`src/rtl/alu_issue_ctrl_pkg.sv`:
```
// alu_issue_pkg: MIPS opcode/funct codes, ALUop encodings, decode record and FSM
// states shared by the ALU issue controller and its decoder.
package alu_issue_pkg;

    localparam logic [5:0] FN_SRL   = 6'd2;
    localparam logic [5:0] FN_MFHI  = 6'd16;
    localparam logic [5:0] FN_MFLO  = 6'd18;
    localparam logic [5:0] FN_MULTU = 6'd25;
    localparam logic [5:0] FN_ADD   = 6'd32;
    localparam logic [5:0] FN_SUB   = 6'd34;
    localparam logic [5:0] FN_AND   = 6'd36;
    localparam logic [5:0] FN_OR    = 6'd37;
    localparam logic [5:0] FN_SLT   = 6'd42;

    localparam logic [5:0] OPC_RTYPE = 6'd0;
    localparam logic [5:0] OPC_ADDI  = 6'd8;

    localparam logic [1:0] ALUOP_ADD   = 2'b00;
    localparam logic [1:0] ALUOP_RTYPE = 2'b10;

    typedef enum logic [1:0] {
        IDLE = 2'd0,
        EXEC = 2'd1,
        MULT = 2'd2,
        DONE = 2'd3
    } state_t;

    typedef enum logic [1:0] {
        SEL_A_ZERO = 2'd0,
        SEL_A_RS   = 2'd1,
        SEL_A_RT   = 2'd2
    } sel_a_t;

    typedef enum logic [1:0] {
        SEL_B_ZERO = 2'd0,
        SEL_B_RT   = 2'd1,
        SEL_B_IMM  = 2'd2
    } sel_b_t;

    // imm carries either the zero-extended shamt (SRL) or the sign-extended immediate (ADDI)
    typedef struct packed {
        logic [1:0]  op;
        logic [5:0]  signal;
        sel_a_t      sel_a;
        sel_b_t      sel_b;
        logic [31:0] imm;
        logic [4:0]  rd;
        logic        is_mult;
        logic        is_wb;
        logic        is_illegal;
    } decode_t;

    function automatic logic [31:0] sign_ext16(input logic [15:0] value);
        return {{16{value[15]}}, value};
    endfunction

endpackage

```
`src/rtl/alu_issue_ctrl_if.sv`:
```
// alu_issue_if: instruction, datapath and write-back signals of the ALU issue controller.
// The master modport is the controller's view; slave is the surrounding pipeline/datapath.
interface alu_issue_if;

    logic        instr_valid;
    logic        instr_ready;
    logic [31:0] instr;
    logic [31:0] rs_data;
    logic [31:0] rt_data;

    logic [1:0]  alu_op;
    logic [5:0]  alu_signal;
    logic [31:0] alu_dataA;
    logic [31:0] alu_dataB;
    logic [31:0] alu_result;

    logic        res_valid;
    logic        res_ready;
    logic [31:0] res_data;
    logic [4:0]  res_rd;

    modport master (
        input  instr_valid, instr, rs_data, rt_data, alu_result, res_ready,
        output instr_ready, alu_op, alu_signal, alu_dataA, alu_dataB,
               res_valid, res_data, res_rd
    );

    modport slave (
        output instr_valid, instr, rs_data, rt_data, alu_result, res_ready,
        input  instr_ready, alu_op, alu_signal, alu_dataA, alu_dataB,
               res_valid, res_data, res_rd
    );

endinterface

```
`src/rtl/alu_issue_ctrl_funct_decode.sv`:
```
// alu_funct_decode: purely combinational MIPS instruction decoder producing ALUop,
// funct code, operand selects, destination register and instruction class.
module alu_funct_decode
    import alu_issue_pkg::*;
(
    input  logic [31:0] instr,
    output decode_t     dec
);

    // The rs field is not needed here; rs_data already arrives as a register value.
    logic unused_rs;
    assign unused_rs = ^instr[25:21];

    always_comb begin
        dec            = '0;
        dec.sel_a      = SEL_A_ZERO;
        dec.sel_b      = SEL_B_ZERO;
        dec.is_illegal = 1'b0;

        case (instr[31:26])
            OPC_RTYPE: begin
                dec.op     = ALUOP_RTYPE;
                dec.signal = instr[5:0];
                case (instr[5:0])
                    FN_AND, FN_OR, FN_ADD, FN_SUB, FN_SLT: begin
                        dec.sel_a = SEL_A_RS;
                        dec.sel_b = SEL_B_RT;
                        dec.rd    = instr[15:11];
                        dec.is_wb = 1'b1;
                    end
                    FN_SRL: begin
                        dec.sel_a = SEL_A_RT;
                        dec.sel_b = SEL_B_IMM;
                        dec.imm   = {27'd0, instr[10:6]};
                        dec.rd    = instr[15:11];
                        dec.is_wb = 1'b1;
                    end
                    FN_MULTU: begin
                        dec.sel_a   = SEL_A_RS;
                        dec.sel_b   = SEL_B_RT;
                        dec.is_mult = 1'b1;
                    end
                    FN_MFHI, FN_MFLO: begin
                        dec.rd    = instr[15:11];
                        dec.is_wb = 1'b1;
                    end
                    default: dec.is_illegal = 1'b1;
                endcase
            end
            OPC_ADDI: begin
                dec.op     = ALUOP_ADD;
                dec.signal = FN_ADD;
                dec.sel_a  = SEL_A_RS;
                dec.sel_b  = SEL_B_IMM;
                dec.imm    = sign_ext16(instr[15:0]);
                dec.rd     = instr[20:16];
                dec.is_wb  = 1'b1;
            end
            default: dec.is_illegal = 1'b1;
        endcase
    end

endmodule

```
`src/rtl/alu_issue_ctrl.sv`:
```
// alu_issue_ctrl: issues decoded MIPS ALU instructions to the datapath, sequences MULTU
// and returns write-back results. Optional sticky 'illegal' flag: ALU_ISSUE_ILLEGAL_EN.
module alu_issue_ctrl
    import alu_issue_pkg::*;
#(
    parameter int MULT_CYCLES = 32,
    parameter int RESULT_LAT  = 1
) (
    input  logic        clk,
    input  logic        reset,
    alu_issue_if.master bus
`ifdef ALU_ISSUE_ILLEGAL_EN
    ,
    output logic        illegal
`endif
);

    localparam int MAX_CNT = (MULT_CYCLES > RESULT_LAT) ? MULT_CYCLES : RESULT_LAT;
    localparam int CW      = $clog2(MAX_CNT + 1);

    state_t        state, state_n;
    logic [CW-1:0] cnt, cnt_n;
    logic          ready_q;
    decode_t       dec;
    logic [31:0]   opa, opb;
    logic          accept, issue, capture;

    logic [1:0]    alu_op_q;
    logic [5:0]    alu_signal_q;
    logic [31:0]   data_a_q, data_b_q;
    logic [31:0]   res_data_q;
    logic [4:0]    res_rd_q;

    alu_funct_decode u_decode (
        .instr (bus.instr),
        .dec   (dec)
    );

    assign accept  = bus.instr_valid && ready_q;
    assign issue   = accept && !dec.is_illegal && (dec.is_mult || dec.is_wb);
    assign capture = (state == EXEC) && (cnt == '0);

    always_comb begin
        opa = '0;
        opb = '0;
        case (dec.sel_a)
            SEL_A_RS: opa = bus.rs_data;
            SEL_A_RT: opa = bus.rt_data;
            default:  opa = '0;
        endcase
        case (dec.sel_b)
            SEL_B_RT:  opb = bus.rt_data;
            SEL_B_IMM: opb = dec.imm;
            default:   opb = '0;
        endcase
    end

    // One counter serves both the result latency in EXEC and the multiplier wait in MULT
    always_comb begin
        state_n = state;
        cnt_n   = cnt;
        case (state)
            IDLE: begin
                if (issue) begin
                    if (dec.is_mult) begin
                        state_n = MULT;
                        cnt_n   = CW'(MULT_CYCLES);
                    end else begin
                        state_n = EXEC;
                        cnt_n   = CW'(RESULT_LAT);
                    end
                end
            end
            EXEC: begin
                if (cnt == '0) state_n = DONE;
                else           cnt_n   = cnt - CW'(1);
            end
            MULT: begin
                if (cnt == '0) state_n = IDLE;
                else           cnt_n   = cnt - CW'(1);
            end
            DONE: begin
                if (bus.res_ready) state_n = IDLE;
            end
            default: state_n = IDLE;
        endcase
    end

    always_ff @(posedge clk or negedge reset) begin
        if (!reset) begin
            state   <= IDLE;
            cnt     <= '0;
            ready_q <= 1'b1;
        end else begin
            state   <= state_n;
            cnt     <= cnt_n;
            ready_q <= (state_n == IDLE);
        end
    end

    // Datapath inputs only change on an issue, so they hold steady while idle or multiplying
    always_ff @(posedge clk or negedge reset) begin
        if (!reset) begin
            alu_op_q     <= '0;
            alu_signal_q <= '0;
            data_a_q     <= '0;
            data_b_q     <= '0;
            res_rd_q     <= '0;
            res_data_q   <= '0;
        end else begin
            if (issue) begin
                alu_op_q     <= dec.op;
                alu_signal_q <= dec.signal;
                data_a_q     <= opa;
                data_b_q     <= opb;
                res_rd_q     <= dec.rd;
            end
            if (capture) begin
                res_data_q <= bus.alu_result;
            end
        end
    end

`ifdef ALU_ISSUE_ILLEGAL_EN
    logic illegal_q;

    always_ff @(posedge clk or negedge reset) begin
        if (!reset) begin
            illegal_q <= 1'b0;
        end else if (accept && dec.is_illegal) begin
            illegal_q <= 1'b1;
        end
    end

    assign illegal = illegal_q;
`endif

    assign bus.instr_ready = ready_q;
    assign bus.alu_op      = alu_op_q;
    assign bus.alu_signal  = alu_signal_q;
    assign bus.alu_dataA   = data_a_q;
    assign bus.alu_dataB   = data_b_q;
    assign bus.res_valid   = (state == DONE);
    assign bus.res_data    = res_data_q;
    assign bus.res_rd      = res_rd_q;

endmodule
```
`src/flat_wrapper.sv`:
```
// flat-port wrapper written by rule: the top's interface ports become plain ports
module alu_issue_ctrl_flat import alu_issue_pkg::*;
#(
    parameter int MULT_CYCLES = 32,
    parameter int RESULT_LAT  = 1
)
  (clk, reset, bus_instr_valid, bus_instr, bus_rs_data, bus_rt_data, bus_alu_result, bus_res_ready, bus_instr_ready, bus_alu_op, bus_alu_signal, bus_alu_dataA, bus_alu_dataB, bus_res_valid, bus_res_data, bus_res_rd);
  alu_issue_if bus_i ();
  input  logic clk;
  input  logic reset;
  input wire logic [$bits(bus_i.instr_valid)-1:0] bus_instr_valid;
  input wire logic [$bits(bus_i.instr)-1:0] bus_instr;
  input wire logic [$bits(bus_i.rs_data)-1:0] bus_rs_data;
  input wire logic [$bits(bus_i.rt_data)-1:0] bus_rt_data;
  input wire logic [$bits(bus_i.alu_result)-1:0] bus_alu_result;
  input wire logic [$bits(bus_i.res_ready)-1:0] bus_res_ready;
  output wire logic [$bits(bus_i.instr_ready)-1:0] bus_instr_ready;
  output wire logic [$bits(bus_i.alu_op)-1:0] bus_alu_op;
  output wire logic [$bits(bus_i.alu_signal)-1:0] bus_alu_signal;
  output wire logic [$bits(bus_i.alu_dataA)-1:0] bus_alu_dataA;
  output wire logic [$bits(bus_i.alu_dataB)-1:0] bus_alu_dataB;
  output wire logic [$bits(bus_i.res_valid)-1:0] bus_res_valid;
  output wire logic [$bits(bus_i.res_data)-1:0] bus_res_data;
  output wire logic [$bits(bus_i.res_rd)-1:0] bus_res_rd;
  assign bus_i.instr_valid = bus_instr_valid;
  assign bus_i.instr = bus_instr;
  assign bus_i.rs_data = bus_rs_data;
  assign bus_i.rt_data = bus_rt_data;
  assign bus_i.alu_result = bus_alu_result;
  assign bus_i.res_ready = bus_res_ready;
  assign bus_instr_ready = bus_i.instr_ready;
  assign bus_alu_op = bus_i.alu_op;
  assign bus_alu_signal = bus_i.alu_signal;
  assign bus_alu_dataA = bus_i.alu_dataA;
  assign bus_alu_dataB = bus_i.alu_dataB;
  assign bus_res_valid = bus_i.res_valid;
  assign bus_res_data = bus_i.res_data;
  assign bus_res_rd = bus_i.res_rd;
  alu_issue_ctrl #(.MULT_CYCLES(MULT_CYCLES), .RESULT_LAT(RESULT_LAT)) u_core (.clk(clk), .reset(reset), .bus(bus_i));
endmodule
```
`config.mk`:
```
export PLATFORM = sky130hd
export DESIGN_NAME = alu_issue_ctrl_flat
export DESIGN_NICKNAME = d
export VERILOG_FILES = /design/src/rtl/alu_issue_ctrl_pkg.sv /design/src/rtl/alu_issue_ctrl_if.sv /design/src/rtl/alu_issue_ctrl_funct_decode.sv /design/src/rtl/alu_issue_ctrl.sv /design/src/flat_wrapper.sv
export SDC_FILE = /design/constraint.sdc
export NUM_CORES = 1
export LEC_CHECK = 0
export BUFFER_PORTS_ARGS = -buffer_cell sky130_fd_sc_hd__buf_4
export CAP_MARGIN = 20
export CORE_UTILIZATION = 30
export CTS_CLUSTER_DIAMETER = 80
export DETAILED_ROUTE_END_ITERATION = 8
export GPL_TIMING_DRIVEN = 0
export PLACE_DENSITY_LB_ADDON = 0.3
export SLEW_MARGIN = 40
export SYNTH_ARGS = -nofsm -noshare
export SYNTH_HDL_FRONTEND = slang
export SYNTH_SLANG_ARGS = --single-unit
```
`constraint.sdc`:
```
create_clock -name clk -period 1.8 [get_ports clk]
set_input_delay 0.27 -clock clk [delete_from_list [all_inputs] [get_ports clk]]
set_output_delay 0.27 -clock clk [all_outputs]
set_load 0.01 [all_outputs]
```
==> results.ini, run 1 <==
[clocking]
clk_path_buf_depth=2
htree_levels=4
cts_tree=built
cts_sinks=117
clock_latency_ns=0.42
cts_root_buffer=clkbuf_16
cts_buffers=17
clkTransAtPathRegs_ns=0.06

[die]
core_area_sq_um=18960
die_w_um=141.8
rows=50
start_util=0.3092
dieArea_sq_um=20100
fp.dieH_um=141.8
io_pins=243

[run]
cap_violations=0

[critical_path]
cp.required_ns=2.11
cp-start-kind=input pin
cp-end-kind=flop
worstSetupPathType=input pin to flop
critPathArrivalTime_ns=2.47
path_max_fanout=6

[synthesis]
synth_most_common_cell=dfrtp_1
synth_enable_flop_cells=0
ys_ff_latch=117
netlist_top_cells_area=dfrtp_1, o31ai_2, a22oi_1
syn_inst=534
synth.top_cell.area_share=0.4952
ys_types=47
yosysTopAreaCell=dfrtp_1
synthArstFlopShare=1.000
avgSynthCellArea_sq_um=10.98
synthFlopType=dfrtp_1
syn_nets=676
syn_area_sq_um=5862
yosysWarnings=0
yosysSeqAreaShare=0.4997
synthTopCellsByCount=dfrtp_1, nand2_1, o31ai_2

[global_route]
grt_usage=0.2156
overflow=0
first_global_vias=5631
grt_antenna_before_repair=0
grt_start_max_net_pins=61
grt_pass1_wl_mm=32.43

[route]
final_antenna_net_count=0
viasPerCell=5.043
drcViolationCount=0
routed_wl_mm=21.80
first_pass_iters=4
wl_per_cell_um=19.54
vias=5628
drtIter0Drc=311

[placed_design]
io_buffer_count=235
placed_cell_area_sq_um=8451
hpwl_mm=14.89
place_ws_ns=-1.200
place_congestion=0.8288

[finish]
diodes=0
fin_nets=985
fillers=1642
multi_input_area_sq_um=3372
final_layout_size_suffix_gt1_frac=0.6530
fin_util=0.5469
regArea_sq_um=2930
fin_area_sq_um=10370
area.growth.synth_to_final_pct=76.84

[sta]
rsz0062_at_grt=yes
worst_pin_slew_ns=0.5333
period_minus_slack_ns=2.168
slew_headroom=0.6444
hold_viol=0
fmax_mhz=461.3
period_share=1.204
drv_slew=0
fin_tns_setup_ns=-19.48
fin_skew_ns=0.008614
setup_slack_ns=-0.3677
setup_violations=82

[power]
leakagePower_uw=0.004585
vdd_ir_drop_max_v=0.0005981
power.density_nw_per_um2=935.3
p_total_uw=9696

[worst_hold_path]
hp-class=input pin to flop

[outcome]
status=complete, but fails checks
violations=negative setup slack

## through the flow
step / std cells / hold slack [ns]
2_1_floorplan: 534 / -0.02559
3_3_place_gp: 1029 / 0.4615
3_5_place_dp: 1030 / 0.2312
4_1_cts: 1093 / 0.07000
5_1_grt: 1116 / 0.06670
6_report: 1116 / 0.08296
## state kept, by name (all words and copies together), names as in the netlist
signal                  cells
u_core.bus.alu_signal       6
u_core.bus.alu_dataA       32
u_core.bus.alu_op           1
u_core.cnt                  6
u_core.bus.alu_dataB       32
u_core.bus.res_rd           5
u_core.bus.instr_ready      1
u_core.bus.res_data        32
u_core.state                2
## metal layers
layer	track usage	vias to the layer above	wire [um]	part of all wire
met5	0	-	0	0
met4	0.07810	0	420	0.019
met3	0.04691	29	1267	0.058
met2	0.3451	206	10460	0.48
met1	0.2860	2793	9657	0.44
li1	-	2600	-	-
## layout make-up
class / instances / share of cell area
tap: 260 / 0.03138
multi-input combinational: 361 / 0.3253
clock inverter: 14 / 0.01931
clock buffer: 18 / 0.04237
buffer: 39 / 0.05637
timing repair buffer: 295 / 0.2383
sequential: 117 / 0.2827
inverter: 12 / 0.004345
## power by group
part,internal (uW),switching [uW],total (uW)
sequential,3100,249,3340
clock,2370,1310,3680
combinational,1450,1220,2680
total,6910,2780,9700
## what timing repair did
| action | CTS | global route |
|---|---|---|
| pin swaps | 45 | 30 |
| endpoints found under the setup margin | 116 | 115 |
| resized for setup | 92 | 64 |
| endpoints found under the hold margin | 56 | 0 |
| hold buffers | 1 | 0 |
| gates cloned | 11 | 4 |
| buffers inserted | 24 | 24 |
## worst paths after layout
kind / startpoint / to / slack (ns) / cells after the start
worst max register to register: u_core.bus.instr_ready$_DFF_PN1_ / u_core.bus.alu_dataA[12]$_DFFE_PN0N_ / -0.17 / 8
worst min register to register: u_core.bus.alu_dataB[13]$_DFFE_PN0N_ / u_core.bus.alu_dataB[13]$_DFFE_PN0N_ / 0.48 / 2
worst min-delay path: bus_alu_result[13] / u_core.bus.res_data[13]$_DFFE_PN0P_ / 0.08 / 2
max in group asynchronous: reset / u_core.bus.alu_dataA[17]$_DFFE_PN0N_ / 0.76 / 3
worst max-delay path: bus_instr[31] / u_core.bus.alu_dataB[21]$_DFFE_PN0N_ / -0.37 / 12
min in group asynchronous: reset / u_core.bus.alu_signal[3]$_DFFE_PN0N_ / 0.36 / 2
## layout by cell type (no fill, tap or decap), drive strengths merged, types with 3 or more instances in the layout
cell,Yosys,final
a21boi,3,3
a21oi,21,21
a22oi,48,48
a32oi,6,6
buf,23,312
bufinv,0,4
clkbuf,21,39
clkinv,0,5
clkinvlp,0,3
dfrtp,116,116
ha,10,10
inv,12,14
mux2,32,32
nand2,96,96
nand2b,3,3
nand3,6,6
nand4,3,3
nor2,10,10
nor2b,3,3
nor3,5,5
o21ai,21,21
o31ai,65,65
## cells by family after synthesis
kind of cell	after synthesis	share of synthesized area
AO/OA/AOI/OAI	180	0.2638
adder cells (fa/ha/maj)	10	0.02134
buffers and inverters	56	0.05037
flip-flops	117	0.4997
multiplexers	33	0.06318
other	1	0.0006397
AND/OR/NAND/NOR	137	0.1010
## worst max-delay path, cell delays in order
cell     delay, ns
buf_6         0.09
or4_4         0.58
or3_4         0.41
a21oi_4       0.15
inv_2         0.06
ha_4          0.16
nor4b_4       0.13
and2_4        0.18
buf_6         0.14
buf_4         0.13
a21oi_2       0.11
o31ai_2       0.06
Note: power is estimated with default switching activity, not from simulation.
==> run 2: changes to the inputs <==
Settings changed: CORE_MARGIN set to 3, SKIP_CTS_REPAIR_TIMING set to 1.
==> run 2 against run 1 <==
The flow still finishes with violations (negative setup slack). Count of clock-buffer cells in the layout unchanged. Die area increased by 5.7%. Core utilization decreased by 4.1 points. Sequential share of layout area increased by 2.3 points. Register-to-register slack improved by 0.05 ns. Critical endpoint is now u_core.bus.alu_dataB[29]$_DFFE_PN0N_. First-iteration DRC count decreased by 15%.
==> results.ini, run 2 (synthesis results as in run 1) <==
[sta]
rsz0062_at_grt=yes
fin_skew_ns=0.008883
setup_slack_ns=-0.3844
slew_headroom=0.6348
whs_ns=0.07937
worst_pin_slew_ns=0.5477
period_share=1.214
hold_viol=0
fmax_mhz=457.8
period_minus_slack_ns=2.184
drv_slew=0
setup_violations=81

[global_route]
overflow=0
first_global_vias=5210
grt_usage=0.1847
grt_start_max_net_pins=61
grt_pass1_wl_mm=30.68
grt_antenna_before_repair=0

[power]
comb_power_share=0.294
sw_frac_of_total=0.3092
p_int_uw=6383
vdd_ir_drop_max_v=0.0006149
switching_power_uw=2857
power.density_nw_per_um2=962.8
seq_power_share=0.362
clkPwrFrac=0.344
leakagePower_uw=0.004242
p_total_uw=9240

[placed_design]
place_congestion=0.8432
io_buffer_count=235
hpwl_mm=15.13
place_ws_ns=-1.215
placed_cell_area_sq_um=8451

[finish]
fin_area_sq_um=9597
final_common_cell=buf_4
area.growth.synth_to_final_pct=63.71
final_cell_mix=buf_4, dfrtp_1, nand2_1
fin_util=0.5063
diodes=0
fin_nets=956
final_layout_size_suffix_gt1_frac=0.6215
fillers=1768

[outcome]
status=complete, but fails checks
violations=negative setup slack

[route]
drtIter0Drc=265
viasPerCell=4.955
routed_wl_mm=20.61
drcViolationCount=0
wl_per_cell_um=18.96
first_pass_iters=4
final_antenna_net_count=0
vias=5386

[worst_hold_path]
hp-class=input pin to flop

[critical_path]
cp-end-kind=flop
reg2reg_depth=7
r2r_start=u_core.bus.instr_ready$_DFF_PN1_
startpoint=bus_instr[26]
critical_path.endpoint=u_core.bus.alu_dataB[29]$_DFFE_PN0N_
critPathArrivalTime_ns=2.49
critPathMaxStageDelay_ns=0.59
cp.required_ns=2.10
worst_path_max_delay_cell=or4_4
path_cells=buf_6, or4_4, or3_4, a21oi_4, inv_2, ha_4, nor4b_4, and2_4, clkbuf_16, a21oi_4, o31ai_2
crit_top_cell=a21oi_4
worstSetupPathType=input pin to flop
path_max_fanout=6
worstReg2RegEnd=u_core.bus.alu_dataB[17]$_DFFE_PN0N_
cp-start-kind=input pin
r2r_slack_ns=-0.12

[die]
fp.dieH_um=145.8
core_area_sq_um=18960
start_util=0.3092
rows=50
dieArea_sq_um=21250
die_w_um=145.8
io_pins=243

[clocking]
cts_sinks=117
clock_latency_ns=0.43
cts_root_buffer=clkbuf_16
htree_levels=4
cts_buffers=17
cts_tree=built
clk_path_buf_depth=2
clkTransAtPathRegs_ns=0.06

[run]
cap_violations=0

## run 2: cell count changes in the layout (fill, tap and decap cells not counted), sizes merged
cell	before	now
bufinv	4	0
clkinv	5	2
inv	14	19
clkbuf	39	33
buf	312	289
clkinvlp	3	5
## run 2: power by group through the flow
stage,clock network (uW),logic [uW],registers (uW)
CTS,3250,2290,3330
floorplan,0,922,3560
finish,3180,2720,3350
global route,3360,2920,3420
detailed placement,0,2280,3380
global placement,0,2260,3370
## run 2: final cells by class
class	count	area, sq um	share of cell area
Clock buffer	18	429.2	0.04472
Multi-Input combinational cell	361	3201	0.3335
Buffer	41	480.5	0.05007
Clock inverter	14	118.9	0.01239
Tap cell	260	325.3	0.03390
Timing Repair Buffer	264	2067	0.2154
Inverter	12	45.04	0.004694
Sequential cell	117	2930	0.3053
## run 2: layer usage
layer / wire length, um / vias to the layer above / part of all wire / track usage
met1: 8794 / 2620 / 0.43 / 0.2436
met3: 1336 / 22 / 0.065 / 0.05014
met4: 364 / 0 / 0.018 / 0.05840
met2: 10110 / 186 / 0.49 / 0.2963
met5: 0 / - / 0 / 0
li1: - / 2558 / - / -
## run 2: worst min-delay path by stage
stage,start,to,slack (ns),cells after the start
2_1_floorplan,reset,u_core.bus.alu_dataA[0]$_DFFE_PN0N_,-0.03,0
3_3_place_gp,u_core.bus.alu_dataA[0]$_DFFE_PN0N_,u_core.bus.alu_dataA[0]$_DFFE_PN0N_,0.46,2
6_report,bus_alu_result[11],u_core.bus.res_data[11]$_DFFE_PN0P_,0.08,2
4_1_cts,reset,u_core.bus.alu_dataA[17]$_DFFE_PN0N_,-0.21,1
3_5_place_dp,reset,u_core.bus.alu_dataA[17]$_DFFE_PN0N_,0.24,1
5_1_grt,bus_alu_result[20],u_core.bus.res_data[20]$_DFFE_PN0P_,0.06,2
## run 2: critical path: cells and delay by family
family                     cells  cell delay (ns)
AOI/OAI and AO/OA              3             0.34
buffers and inverters          3             0.33
and+or+nand+nor                4             1.37
adders and majority gates      1             0.17
## run 2: through the flow
stage               TNS [ns]  instances
finish                -20.11       1087
global route          -24.06       1087
CTS                   -45.63       1062
detailed placement    -82.39       1030
global placement      -82.10       1029
floorplan             -41.93        534
==> run 3: changes to the inputs <==
Settings changed: GPL_TIMING_DRIVEN 0 to unset.
==> run 3 against run 2 <==
Setup slack improved by 0.012 ns. Sequential power about the same. Power increased by 2.4%. Clock power increased by 9.7%. Cell area increased by 2.3%. Via count decreased by 0.30%. Clock skew decreased by 0.0030 ns. Die area unchanged. Combinational power decreased by 3%. The flow still finishes with violations (negative setup slack). Cell count increased by 1.9%. Critical path depth increased by 1. Sequential cell count unchanged.
==> results.ini, run 3 (synthesis results as in run 1) <==
[sta]
hold_viol=0
fin_tns_setup_ns=-17.41
period_share=1.207
fin_skew_ns=0.005867
drv_slew=0
whs_ns=0.08086
rsz0062_at_grt=yes
setup_violations=64
period_minus_slack_ns=2.172
fmax_mhz=460.4
setup_slack_ns=-0.3720

[global_route]
grt_usage=0.1770
grt_start_max_net_pins=39
grt_antenna_before_repair=0
first_global_vias=5191
grt_pass1_wl_mm=29.83
overflow=0

[route]
routed_wl_mm=19.97
vias=5370
drcViolationCount=0
drtIter0Drc=209
final_antenna_net_count=0
viasPerCell=4.847
wl_per_cell_um=18.02
first_pass_iters=4

[clocking]
clkTransAtPathRegs_ns=0.06
clock_latency_ns=0.42
cts_buffers=17
cts_root_buffer=clkbuf_16
clk_path_buf_depth=2
htree_levels=4
cts_tree=built
cts_sinks=117

[power]
power.density_nw_per_um2=963.1
vdd_ir_drop_max_v=0.0006346
leakagePower_uw=0.004405

[die]
io_pins=243
die_w_um=145.8
core_area_sq_um=18960
start_util=0.3092
fp.dieH_um=145.8
dieArea_sq_um=21250
rows=50

[critical_path]
cp.required_ns=2.10
worst_path_max_delay_cell=or4_4
path_cells=buf_6, or4_4, or3_4, a21oi_4, inv_2, ha_4, nor4b_4, and2_4, buf_12, buf_4, a21oi_2, o31ai_2
cp-end-kind=flop
path_max_fanout=8
worstSetupPathType=input pin to flop
critPathArrivalTime_ns=2.48
cp-start-kind=input pin
critPathMaxStageDelay_ns=0.57

[placed_design]
hpwl_mm=14.38
place_congestion=0.8448
io_buffer_count=236

[outcome]
status=complete, but fails checks
violations=negative setup slack

[finish]
fin_nets=977
final_cell_mix=buf_4, dfrtp_1, nand2_1
regArea_sq_um=2929
fin_util=0.5181
area.growth.synth_to_final_pct=67.53
fillers=1697
final_layout_size_suffix_gt1_frac=0.6179
multi_input_area_sq_um=3087
diodes=0
final_common_cell=buf_4

[run]
cap_violations=0

[worst_hold_path]
hp-class=input pin to flop

## run 3: changes by cell type in the layout (fill, tap and decap cells not counted), moves of 4 or more
cell,change
inv_6,-4
clkbuf_8,-4
a22oi_1,+6
buf_4,+30
a21oi_2,+10
a22oi_2,-6
buf_6,-13
a21oi_4,-9
buf_12,+17
clkbuf_1,-4
## run 3: path summary, 6_finish.rpt
check | start | to | slack, ns | depth (start not counted)
worst max register to register | u_core.bus.instr_ready$_DFF_PN1_ | u_core.bus.alu_dataB[31]$_DFFE_PN0N_ | -0.03 | 5
worst min-delay path | bus_alu_result[16] | u_core.bus.res_data[16]$_DFFE_PN0P_ | 0.08 | 2
worst min register to register | u_core.bus.alu_dataB[14]$_DFFE_PN0N_ | u_core.bus.alu_dataB[14]$_DFFE_PN0N_ | 0.48 | 2
min in group asynchronous | reset | u_core.bus.alu_dataA[18]$_DFFE_PN0N_ | 0.34 | 2
max in group asynchronous | reset | u_core.bus.alu_signal[2]$_DFFE_PN0N_ | 0.91 | 3
worst max-delay path | bus_instr[26] | u_core.bus.alu_dataB[27]$_DFFE_PN0N_ | -0.37 | 12
## run 3: power by group
group          switching, uW  internal [uW]  total [uW]  leakage [uW]
Clock                   1310           2180        3490      0.000290
Combinational           1160           1490        2650       0.00257
Sequential               225           3090        3320       0.00155
Total                   2690           6770        9460       0.00441
## run 3: stage by stage
step	setup slack [ns]	total power (uW)	area, sq um	instances
finish	-0.3720	9458	9821	1108
global route	-0.4418	9924	9821	1108
CTS	-0.4029	9421	9316	1090
detailed placement	-0.8446	5906	8711	1058
global placement	-0.7890	5878	8711	1058
floorplan	-0.7676	4485	6326	534
## run 3: layout make-up
type / count / share of cell area
multi-input combinational: 361 / 0.3143
sequential: 117 / 0.2983
timing repair buffer: 326 / 0.2881
clock buffer: 17 / 0.04332
tap: 260 / 0.03313
clock inverter: 15 / 0.01835
inverter: 12 / 0.004587
## run 3: metal layers
| layer | global-route usage | part of all wire | up-vias |
|---|---|---|---|
| li1 | - | - | 2576 |
| met1 | 0.2415 | 0.45 | 2578 |
| met2 | 0.2731 | 0.47 | 188 |
| met3 | 0.04703 | 0.065 | 28 |
| met4 | 0.06030 | 0.020 | 0 |
| met5 | 0 | 0 | - |
## run 3: worst max-delay path, delay by kind of cell
family | cells | cell delay [ns]
and+or+nand+nor | 4 | 1.29
buffers and inverters | 4 | 0.43
AOI/OAI and AO/OA | 3 | 0.34
adders and majority gates | 1 | 0.15
